## src/rtl/input_conditioner.sv

```systemverilog
// input_conditioner: debounces five raw buttons into levels, press pulses and pause chords; defining PONG_INPUT_AUTOREPEAT_EN adds auto-repeat on bits 0-3
module input_conditioner #(
    parameter int DEBOUNCE_CYCLES = 120000,
    parameter int REPEAT_DELAY    = 3600000,
    parameter int REPEAT_PERIOD   = 1200000
) (
    input  logic       clk,
    input  logic       reset,
    input  logic [4:0] btn_raw,
    output logic [4:0] btn_level,
    output logic [4:0] btn_press,
    output logic       pause_up,
    output logic       pause_down,
    output logic [1:0] chord_press
);
    localparam logic [20:0] DB_LAST = 21'(DEBOUNCE_CYCLES - 1);

    logic [4:0] meta, synced, rise, rep;
    logic [1:0] chord_prev;

    if (DEBOUNCE_CYCLES < 1 || DEBOUNCE_CYCLES > 1048575 || REPEAT_DELAY < 1 || REPEAT_PERIOD < 1) begin : g_bad_params
        $error("input_conditioner: parameter out of range");
    end

    // two-flop synchronizer for the asynchronous pins
    always_ff @(posedge clk or posedge reset) begin
        if (reset) begin
            meta   <= '0;
            synced <= '0;
        end else begin
            meta   <= btn_raw;
            synced <= meta;
        end
    end

    genvar i;
    for (i = 0; i < 5; i++) begin : g_btn
        logic [20:0] cnt;
        logic        stable, flip, press;
        assign flip          = (synced[i] != stable) && (cnt == DB_LAST);
        assign rise[i]       = flip & synced[i];
        assign btn_level[i]  = stable;
        assign btn_press[i]  = press;

        // count while the synced pin disagrees with the level; adopt it once the count completes
        always_ff @(posedge clk or posedge reset) begin
            if (reset) begin
                cnt    <= '0;
                stable <= 1'b0;
            end else if (synced[i] == stable) begin
                cnt <= '0;
            end else if (flip) begin
                cnt    <= '0;
                stable <= synced[i];
            end else begin
                cnt <= cnt + 21'd1;
            end
        end

        // press pulse on the debounced rise, plus any auto-repeat pulse
        always_ff @(posedge clk or posedge reset) begin
            if (reset) press <= 1'b0;
            else       press <= rise[i] | rep[i];
        end

`ifdef PONG_INPUT_AUTOREPEAT_EN
        if (i < 4) begin : g_rep
            logic [31:0] rcnt;
            logic        period, stay;
            assign stay   = stable & ~flip;
            assign rep[i] = stay && (rcnt == (period ? 32'(REPEAT_PERIOD - 1) : 32'(REPEAT_DELAY - 1)));

            // repeat timer runs only while the level stays high; first interval is the delay, then the period
            always_ff @(posedge clk or posedge reset) begin
                if (reset) begin
                    rcnt   <= '0;
                    period <= 1'b0;
                end else if (!stay) begin
                    rcnt   <= '0;
                    period <= 1'b0;
                end else if (rep[i]) begin
                    rcnt   <= '0;
                    period <= 1'b1;
                end else begin
                    rcnt <= rcnt + 32'd1;
                end
            end
        end else begin : g_norep
            assign rep[i] = 1'b0;
        end
`else
        assign rep[i] = 1'b0;
`endif
    end

    assign pause_up    = btn_level[0] & btn_level[2];
    assign pause_down  = btn_level[1] & btn_level[3];
    assign chord_press = {pause_down, pause_up} & ~chord_prev;

    // previous chord level for rising-edge detection
    always_ff @(posedge clk or posedge reset) begin
        if (reset) chord_prev <= '0;
        else       chord_prev <= {pause_down, pause_up};
    end
endmodule

```

## config.mk

```make
export PLATFORM = sky130hd
export DESIGN_NAME = input_conditioner
export DESIGN_NICKNAME = d
export VERILOG_FILES = /design/src/rtl/input_conditioner.sv
export SDC_FILE = /design/constraint.sdc
export NUM_CORES = 1
export LEC_CHECK = 0
export BUFFER_PORTS_ARGS = -buffer_cell sky130_fd_sc_hd__buf_2
export CORE_MARGIN = 1.5
export CORE_UTILIZATION = 25
export DETAILED_ROUTE_END_ITERATION = 12
export GPL_TIMING_DRIVEN = 1
export PLACE_DENSITY = 0.48
export SLEW_MARGIN = 40
export SYNTH_ARGS = -nofsm -noshare
export SYNTH_HDL_FRONTEND = slang
export SYNTH_SLANG_ARGS = --single-unit
```

## constraint.sdc

```tcl
create_clock -name clk -period 4.7 [get_ports clk]
set_clock_uncertainty 0.2 [all_clocks]
set_input_delay 0.705 -clock clk [delete_from_list [all_inputs] [get_ports clk]]
set_output_delay 0.705 -clock clk [all_outputs]
set_load 0.02 [all_outputs]
```

==> impl_results.md, run 1 <==
- Crit-path max FO: 16
- Synth Register Bits: 127
- Vias per cell: 4.49
- Area grow syn2layout: 16.1%
- Area occupied by multi-input gates: 0.00282 mm2
- Syn avg cell area: 10.2 um2
- Delay-heaviest family, CP: simple AND/OR/NAND/NOR gates
- First-pass GRT wire length: 21100 um
- Post-route ant nets: 0
- Antenna cells: 0
- Clock Tree Buf Depth: 2
- Crit path buffers/inverters: 0
- Post-DP HPWL: 8220 um
- Number of global-route vias before repair: 4337
- Worst-margin pin slew: 0.737 ns
- Clk_lat worst skew: 0.41 ns
- Initial antenna violation count: 0
- Clk root buf: clkbuf_16
- PnR Total Power: 2.49 mW
- Top_reg_cell synth: dfrtp_1
- RSZ-0062 raised after global routing: no
- Synth cell types: 48
- Drt initial violations: 163
- CP Capture Type: register
- Syn Nets: 623
- IO Pins: 21
- Layout cell share with drive strength beyond 1: 12.4%
- Die W: 161 um
- CTS tree: built
- Dpl cells: 936
- Final Hold Viols: 0
- Max Cap Viol: 0
- Register area: 0.00318 mm2
- Crit path time final: 2.47 ns
- Max Slew Vio Count: 0
- Final wirelength: 12200 um
- Worst Path Required: 4.76 ns
- Most frequent cells in the layout: dfrtp_1, nor2_1, xnor2_1, nand3_1, nand2_1
- Total GRT Usage: 10.2%
- Post-synth ARST share: 100%
- Largest net degree at the start of global routing: 69
- DRC viols: 0
- Routability cong.: 0.746
- Rows: 57
- Port Buffers: 20
- Synth Instances: 611
- CP Cell Sequence: ha_1, nand3_2, or4_4, o31ai_4, nor2_1
- Routed len/inst: 12.6 um
- Warnings, synthesis: 0
- Yosys top cell area share: 51.2%
- Most area-consuming cells after synthesis: dfrtp_1, xnor2_1, nor2_1
- Commonest non-fill, non-tap cell in the layout: dfrtp_1
- Slew headroom: 50.9%
- Finished Layout Cells: 968
- First drt pass iteration count: 6
- Die H: 161 um
- CTS Buf Count: 17
- Reg2reg setup slack: 2.23 ns
- Fin nets: 643
- H-tree levels: 4
- Cell taking the most area after synthesis: dfrtp_1
- Clk pin slew, worst setup/hold paths: 0.06 ns
- Final setup TNS: 0 ns
- Tcrit/Tclk final: 52.6%
- Placeable Area: 0.0243 mm2
- Setup crit start kind: register
- Fmax: 404 MHz
- Crit Path Class: register to register
- Post-layout util: 29.6%
- Max stage delay on crit path: 0.62 ns
- Clk sinks: 127
- Post-Syn Area: 0.00621 mm2
- Crit path DAT: 2.53 ns
- Setup Fix Bufs, Post-CTS: 0
- Filler cells: 2539
- Hold Crit Class: register to register
- Vias: 4346
- Starting density of the core: 25.5%
- Count of final setup violators: 0
- CTS Hold Bufs: 0
- Leakage power: 2.89 nW
- Die Area: 0.0258 mm2
- Grt total ovfl: 0
- Pwr/cell area: 346 mW/mm2
- Post-cts gate resize count: 0
- Outcome: completed
- Slowest CP cell: o31ai_4
- Register area share after synthesis: 51.2%
- Peak VDD IR: 0.227 mV
- Post-synth EDFFs: 0
==> power by group <==
| group | switching, mW | internal [mW] |
|---|---|---|
| combinational | 0.0484 | 0.0189 |
| clock | 0.493 | 0.807 |
| sequential | 0.0156 | 1.11 |
| total | 0.557 | 1.94 |
==> path summary, 6_finish.rpt <==
check,depth (start not counted),endpoint,startpoint
min in group asynchronous,2,g_btn[0].cnt[5]$_DFF_PP0_,reset
max in group asynchronous,3,g_btn[1].cnt[13]$_DFF_PP0_,reset
max reg2reg,5,g_btn[4].cnt[10]$_DFF_PP0_,g_btn[4].cnt[0]$_DFF_PP0_
max,5,g_btn[4].cnt[10]$_DFF_PP0_,g_btn[4].cnt[0]$_DFF_PP0_
min reg2reg,0,synced[2]$_DFF_PP0_,meta[2]$_DFF_PP0_
min,0,synced[2]$_DFF_PP0_,meta[2]$_DFF_PP0_
==> metrics by stage <==
stage	hold WS [ns]	setup WS, ns	area (um2)
5_1_grt	0.152	2.07	7210
2_1_floorplan	0.131	0.411	6210
3_3_place_gp	0.132	2.24	6590
6_report	0.147	2.23	7210
3_5_place_dp	0.136	2.23	6610
4_1_cts	0.149	2.21	7200
==> per-layer routing <==
metal,vias to the layer above,wire (um),GRT usage (%),share of wire [%]
met2,39,5480,16.0,45
li1,2196,-,-,-
met3,8,315,2.79,2.6
met1,2103,6280,13.4,51
met5,-,0,0,0
met4,0,160,4.16,1.3
==> cell type report <==
| cell class | instances | area share, % |
|---|---|---|
| clock buffer | 19 | 6.29 |
| clock inverter | 13 | 1.94 |
| inverter | 20 | 1.11 |
| multi-input combinational | 441 | 39.1 |
| sequential | 127 | 44.1 |
| tap | 324 | 5.63 |
| timing repair buffer | 24 | 1.86 |
==> cells in the mapped netlist, types with 2 or more instances <==
cell type  instances
mux2i_1            4
and3_1            11
ha_1               5
nor4bb_1           3
nor4_1            25
nor4b_1            2
and2_1             7
nor3_1            22
or3_1              9
buf_6              2
or2_2              2
nand4_1           26
nor2_1            99
inv_1             20
a21o_1             4
and4_1            12
nor3b_1            5
nand2_1           28
buf_2              4
nand3_1           34
nand4_2            2
nor2b_1            2
or4_1              3
a211oi_1           2
o21ai_0           11
mux2_2             5
or4_4              4
dfrtp_1          127
xnor2_1           57
clkbuf_1           6
xor2_1            24
a21oi_1           16
buf_4             11
nor4_2             3
==> sequential cells by signal (all words and copies together), names as in the netlist <==
signal and count:
chord_prev 2, g_btn.cnt 105, g_btn.press 5, g_btn.stable 5, meta 5, synced 5
==> cell families after synthesis <==
family,after synthesis,share of synthesized area (%)
AO/OA/AOI/OAI,41,4.57
buffers and inverters,43,3.59
XOR/XNOR,81,11.4
AND/OR/NAND/NOR,305,26.7
multiplexers,9,1.55
adder cells (fa/ha/maj),5,1.01
flip-flops,127,51.2
(Power assumes the default switching activity.)
==> run 2: changes to the inputs <==
Settings changed: ABC_AREA set to 1.
Clock period 4.7 ns to 2.46 ns, I/O delays scaled along.
==> impl_results.md, run 2 <==
- Leakage power: 3.66 nW
- Fin nets: 1059
- Placeable Area: 0.0289 mm2
- Clk sinks: 127
- Port Buffers: 20
- CP Capture Type: register
- Clock Tree Buf Depth: 2
- Max Cap Viol: 0
- Final setup TNS: 0 ns
- Post-synth ARST share: 100%
- Cell with the most instances after synthesis: nor2_1
- Commonest non-fill, non-tap cell in the layout: nor2_1
- Post-route ant nets: 0
- Post-cts gate resize count: 0
- Die H: 175 um
- Combinational family with the most area after synthesis: simple AND/OR/NAND/NOR gates
- H-tree levels: 4
- Total GRT Usage: 12.2%
- Layout cell share with drive strength beyond 1: 11.1%
- Initial antenna violation count: 0
- Grt total ovfl: 0
- Yosys top cell area share: 43.2%
- Post-Synth XOR/XNOR Area: 6.31%
- IO Pins: 21
- Cell taking the most area after synthesis: dfrtp_1
- Final wirelength: 17400 um
- Clk root buf: clkbuf_16
- CTS tree: built
- Mux contribution to synthesized area: 0%
- Slew headroom: 69.7%
- Outcome: completed
- Most frequent cells in the layout: nor2_1, nand2_1, dfrtp_1, inv_1, nand3_1
- Vias: 6215
- Peak VDD IR: 0.477 mV
- Pwr/cell area: 563 mW/mm2
- Syn Nets: 1023
- Filler cells: 3157
- Setup Fix Bufs, Post-CTS: 0
- CTS Buf Count: 17
- Number of flip-flops in the largest register: 105
- Synth Register Bits: 127
- Rows: 62
- Synth top cells by count: nor2_1, nand2_1, dfrtp_1
- Reg2reg setup slack: 0.48 ns
- Crit path DAT: 2.09 ns
- Count of final setup violators: 0
- Vias per cell: 4.30
- Worst Path Required: 2.57 ns
- Largest net degree at the start of global routing: 30
- Die W: 175 um
- Simple-gate area share of the yosys netlist: 38.8%
- Biggest register: g_btn.cnt
- Post-Synth Adder-Cell Area: 0.851%
- Drt initial violations: 393
- Final Hold Viols: 0
- CTS Hold Bufs: 6
- Most area-consuming cells after synthesis: dfrtp_1, nor2_1, nand2_1
- First drt pass iteration count: 5
- Routed len/inst: 12.1 um
- Hold Crit Class: register to register
- Routability cong.: 0.879
- Starting density of the core: 25.5%
- Crit path time final: 1.98 ns
- Synth Instances: 1011
- First-pass GRT wire length: 30200 um
- Post-Syn Area: 0.00735 mm2
- Fmax: 505 MHz
- Crit Path Class: register to register
- Clk_lat worst skew: 0.43 ns
- Final WS setup: 0.481 ns
- Crit-path max FO: 11
- RSZ-0062 raised after global routing: no
- Max Slew Vio Count: 0
- Die Area: 0.0305 mm2
- DRC viols: 0
- Post-DP HPWL: 13100 um
- Clk pin slew, worst setup/hold paths: 0.06 ns
- Number of global-route vias before repair: 6106
- Tcrit/Tclk final: 80.4%
- DP Worst Slack: 0.496 ns
- Synth cell types: 29
- Area grow syn2layout: 16.5%
- Warnings, synthesis: 0
- Antenna cells: 0
- PnR Total Power: 4.82 mW
- Synth Area in Compound Gates: 2.69%
- Syn avg cell area: 7.27 um2
- Register area share after synthesis: 43.2%
- Post-synth EDFFs: 0
- Top_reg_cell synth: dfrtp_1
- Setup crit start kind: register
- Worst-margin pin slew: 0.454 ns
==> run 2: cell types whose count changed after synthesis, sizes merged, moves of 28 or more <==
cell	delta
nand3	+61
nand2	+223
nor4	-28
xnor2	-46
nor2	+162
inv	+98
==> run 2: where the power goes <==
part | internal (mW) | leakage [nW] | switching, mW
Combinational | 0.0579 | 1.64 | 0.115
Clock | 1.50 | 0.279 | 1.00
Sequential | 2.12 | 1.74 | 0.0244
==> run 2: cells by family (layout without fill, tap and decap cells) <==
logic type                 after synthesis  in the layout
and+or+nand+nor                        652            652
buffers and inverters                  141            190
DFF                                    127            127
xor gates and xnor gates                53             53
AOI/OAI and AO/OA                       33             33
adders and majority gates                5              5
==> run 2: area by class of cell <==
type                    instances  area (um2)  share of cell area, %
multi-input cells             743        3580                   41.7
flip-flops and latches        127        3180                   37.1
clock buffers                  21         480                   5.61
well taps                     384         480                   5.61
inverters                     122         462                   5.39
repair buffers                 36         285                   3.33
clock inverters                11         105                   1.23
==> run 2: through the flow <==
step	hold WS, ns	util [%]	std cells	instance area (um2)
after floorplan	0.131	-	1011	7360
after global placement	0.134	27.4	1405	7900
after detailed placement	0.137	27.4	1405	7900
after CTS	0.152	29.6	1443	8550
after global routing	0.156	29.7	1444	8570
final	0.150	29.7	1444	8570
==> run 2: critical path, cell delays in order (launching register included) <==
cell	delay [ns]
dfrtp_1	0.39
ha_1	0.28
nand3_2	0.14
nor2_4	0.14
inv_2	0.05
nor2_1	0.10
nand2_1	0.29
nand2_1	0.22
nor2_1	0.06
==> run 2: routing by layer <==
metal	global-route usage, %	share of wire [%]	vias up	wire length (um)
met5	0	0	-	0
met4	4.52	1.7	0	302
met3	1.88	3.1	23	539
met2	19.7	46	117	7940
met1	16.5	50	2853	8630
li1	-	-	3222	-
==> run 2: worst paths after layout <==
| check | endpoint | from | cells past startpoint |
|---|---|---|---|
| max | g_btn[1].cnt[12]$_DFF_PP0_ | g_btn[1].cnt[0]$_DFF_PP0_ | 8 |
| min | synced[0]$_DFF_PP0_ | meta[0]$_DFF_PP0_ | 0 |
| max reg2reg | g_btn[1].cnt[12]$_DFF_PP0_ | g_btn[1].cnt[0]$_DFF_PP0_ | 8 |
| min reg2reg | synced[0]$_DFF_PP0_ | meta[0]$_DFF_PP0_ | 0 |
| max in group asynchronous | g_btn[1].cnt[6]$_DFF_PP0_ | reset | 5 |
| min in group asynchronous | g_btn[4].press$_DFF_PP0_ | reset | 3 |
==> run 3: changes to the inputs <==
Clock period 2.46 ns to 1.9 ns, I/O delays scaled along.
==> impl_results.md, run 3 (synthesis results as in run 2) <==
- Area grow syn2layout: 18.4%
- DRC viols: 0
- Max Slew Vio Count: 0
- Layout cell share with drive strength beyond 1: 12.4%
- Pwr/cell area: 756 mW/mm2
- First drt pass iteration count: 5
- Peak VDD IR: 0.568 mV
- Fmax: 571 MHz
- IO Pins: 21
- Antenna cells: 0
- CTS tree: built
- Post-layout util: 30.2%
- Clk sinks: 127
- Rows: 62
- Slew headroom: 71.7%
- Die Area: 0.0305 mm2
- Initial antenna violation count: 0
- Crit-path max FO: 5
- First-pass GRT wire length: 30200 um
- Most frequent cells in the layout: nor2_1, nand2_1, dfrtp_1, inv_1, nand3_1
- CP Capture Type: register
- Post-route ant nets: 0
- RSZ-0062 raised after global routing: no
- Final setup TNS: 0 ns
- Fin nets: 1071
- Number of global-route vias before repair: 6101
- Grt total ovfl: 0
- Setup crit start kind: register
- Max Cap Viol: 0
- Starting density of the core: 25.5%
- Clk pin slew, worst setup/hold paths: 0.06 ns
- Number of flip-flops in the largest register: 105
- Post-DP HPWL: 13100 um
- Crit path DAT: 1.86 ns
- Finished Layout Cells: 1456
- Commonest non-fill, non-tap cell in the layout: nor2_1
- Clock Tree Buf Depth: 2
- Routability cong.: 0.872
- Count of final setup violators: 0
- Crit Path Class: register to register
- Leakage power: 3.73 nW
- Routed len/inst: 12.1 um
- Tcrit/Tclk final: 92.2%
- PnR Total Power: 6.58 mW
- Clk_lat worst skew: 0.43 ns
- Total GRT Usage: 12.3%
- Worst Path Required: 2.01 ns
- Port Buffers: 20
- Biggest register: g_btn.cnt
- Final Hold Viols: 0
- Die W: 175 um
- Outcome: completed
- Drt initial violations: 458
- Crit path time final: 1.75 ns
- Placeable Area: 0.0289 mm2
- CTS Buf Count: 17
- Final wirelength: 17600 um
- Vias per cell: 4.30
- Hold Crit Class: register to register
- Worst-margin pin slew: 0.423 ns
- H-tree levels: 4
- Die H: 175 um
- Filler cells: 3176
- Hold Worst Slack: 0.146 ns
- Largest net degree at the start of global routing: 45
- Vias: 6267
- Dpl cells: 1416
- Clk root buf: clkbuf_16
==> run 3: changes by cell type in the layout (fill, tap and decap cells not counted), sizes merged <==
cell	before	now
clkbuf	21	20
inv	120	119
bufinv	1	4
clkinvlp	5	4
buf	30	42
==> run 3: worst paths after layout <==
path                                                 from                   endpoint  slack, ns  cells after the start
max in group asynchronous                           reset  g_btn[1].cnt[9]$_DFF_PP0_       0.71                      4
worst max register to register  g_btn[2].cnt[0]$_DFF_PP0_  g_btn[2].cnt[7]$_DFF_PP0_       0.15                      8
worst min-delay path                    meta[1]$_DFF_PP0_        synced[1]$_DFF_PP0_       0.15                      0
worst max-delay path            g_btn[2].cnt[0]$_DFF_PP0_  g_btn[2].cnt[7]$_DFF_PP0_       0.15                      8
min in group asynchronous                           reset   g_btn[4].press$_DFF_PP0_       0.19                      3
worst min register to register          meta[1]$_DFF_PP0_        synced[1]$_DFF_PP0_       0.15                      0
==> run 3: cell type report <==
cell class	count	area (um2)	area share [%]
clock buffers	20	457	5.25
flip-flops and latches	127	3180	36.5
inverters	122	462	5.30
clock inverters	12	183	2.10
multi-input cells	743	3590	41.3
well taps	384	480	5.52
repair buffers	48	350	4.02
==> run 3: per-stage QoR <==
step                      cell area [um2]  setup slack [ns]
final                                8710             0.148
after global routing                 8710           0.00925
after CTS                            8670            0.0151
after detailed placement             7970             0.130
after global placement               7970             0.119
after floorplan                      7360            -0.152
==> run 3: power breakdown <==
| part | internal, mW | leakage [nW] | total [mW] | switching [mW] |
|---|---|---|---|---|
| Clock | 2.27 | 0.303 | 3.57 | 1.30 |
| Sequential | 2.74 | 1.74 | 2.77 | 0.0314 |
| Combinational | 0.0801 | 1.69 | 0.233 | 0.153 |
==> run 3: critical path, cell delays in order, from the launching register on <==
cell and delay (ns):
dfrtp_1 0.45, ha_4 0.20, nand3_2 0.13, nor2_4 0.18, inv_1 0.05, nor2_1 0.09, nand2_1 0.14, nand2_1 0.14
nor2_1 0.05
==> run 3: routing by layer <==
layer  routed length [um]  track usage [%]  vias to the layer above
met5                    0                0                        -
met4                  321             4.67                        0
met3                  531             2.47                       28
met2                 7880             19.3                      119
met1                 8850             16.7                     2888
li1                     -                -                     3232
==> run 3: what timing repair did <==
item,4_1_cts,5_1_grt
setup endpoints to repair,0,8
endpoints found under the hold margin,17,0
setup buffers,0,2
hold buffers,6,0
resized for setup,0,5
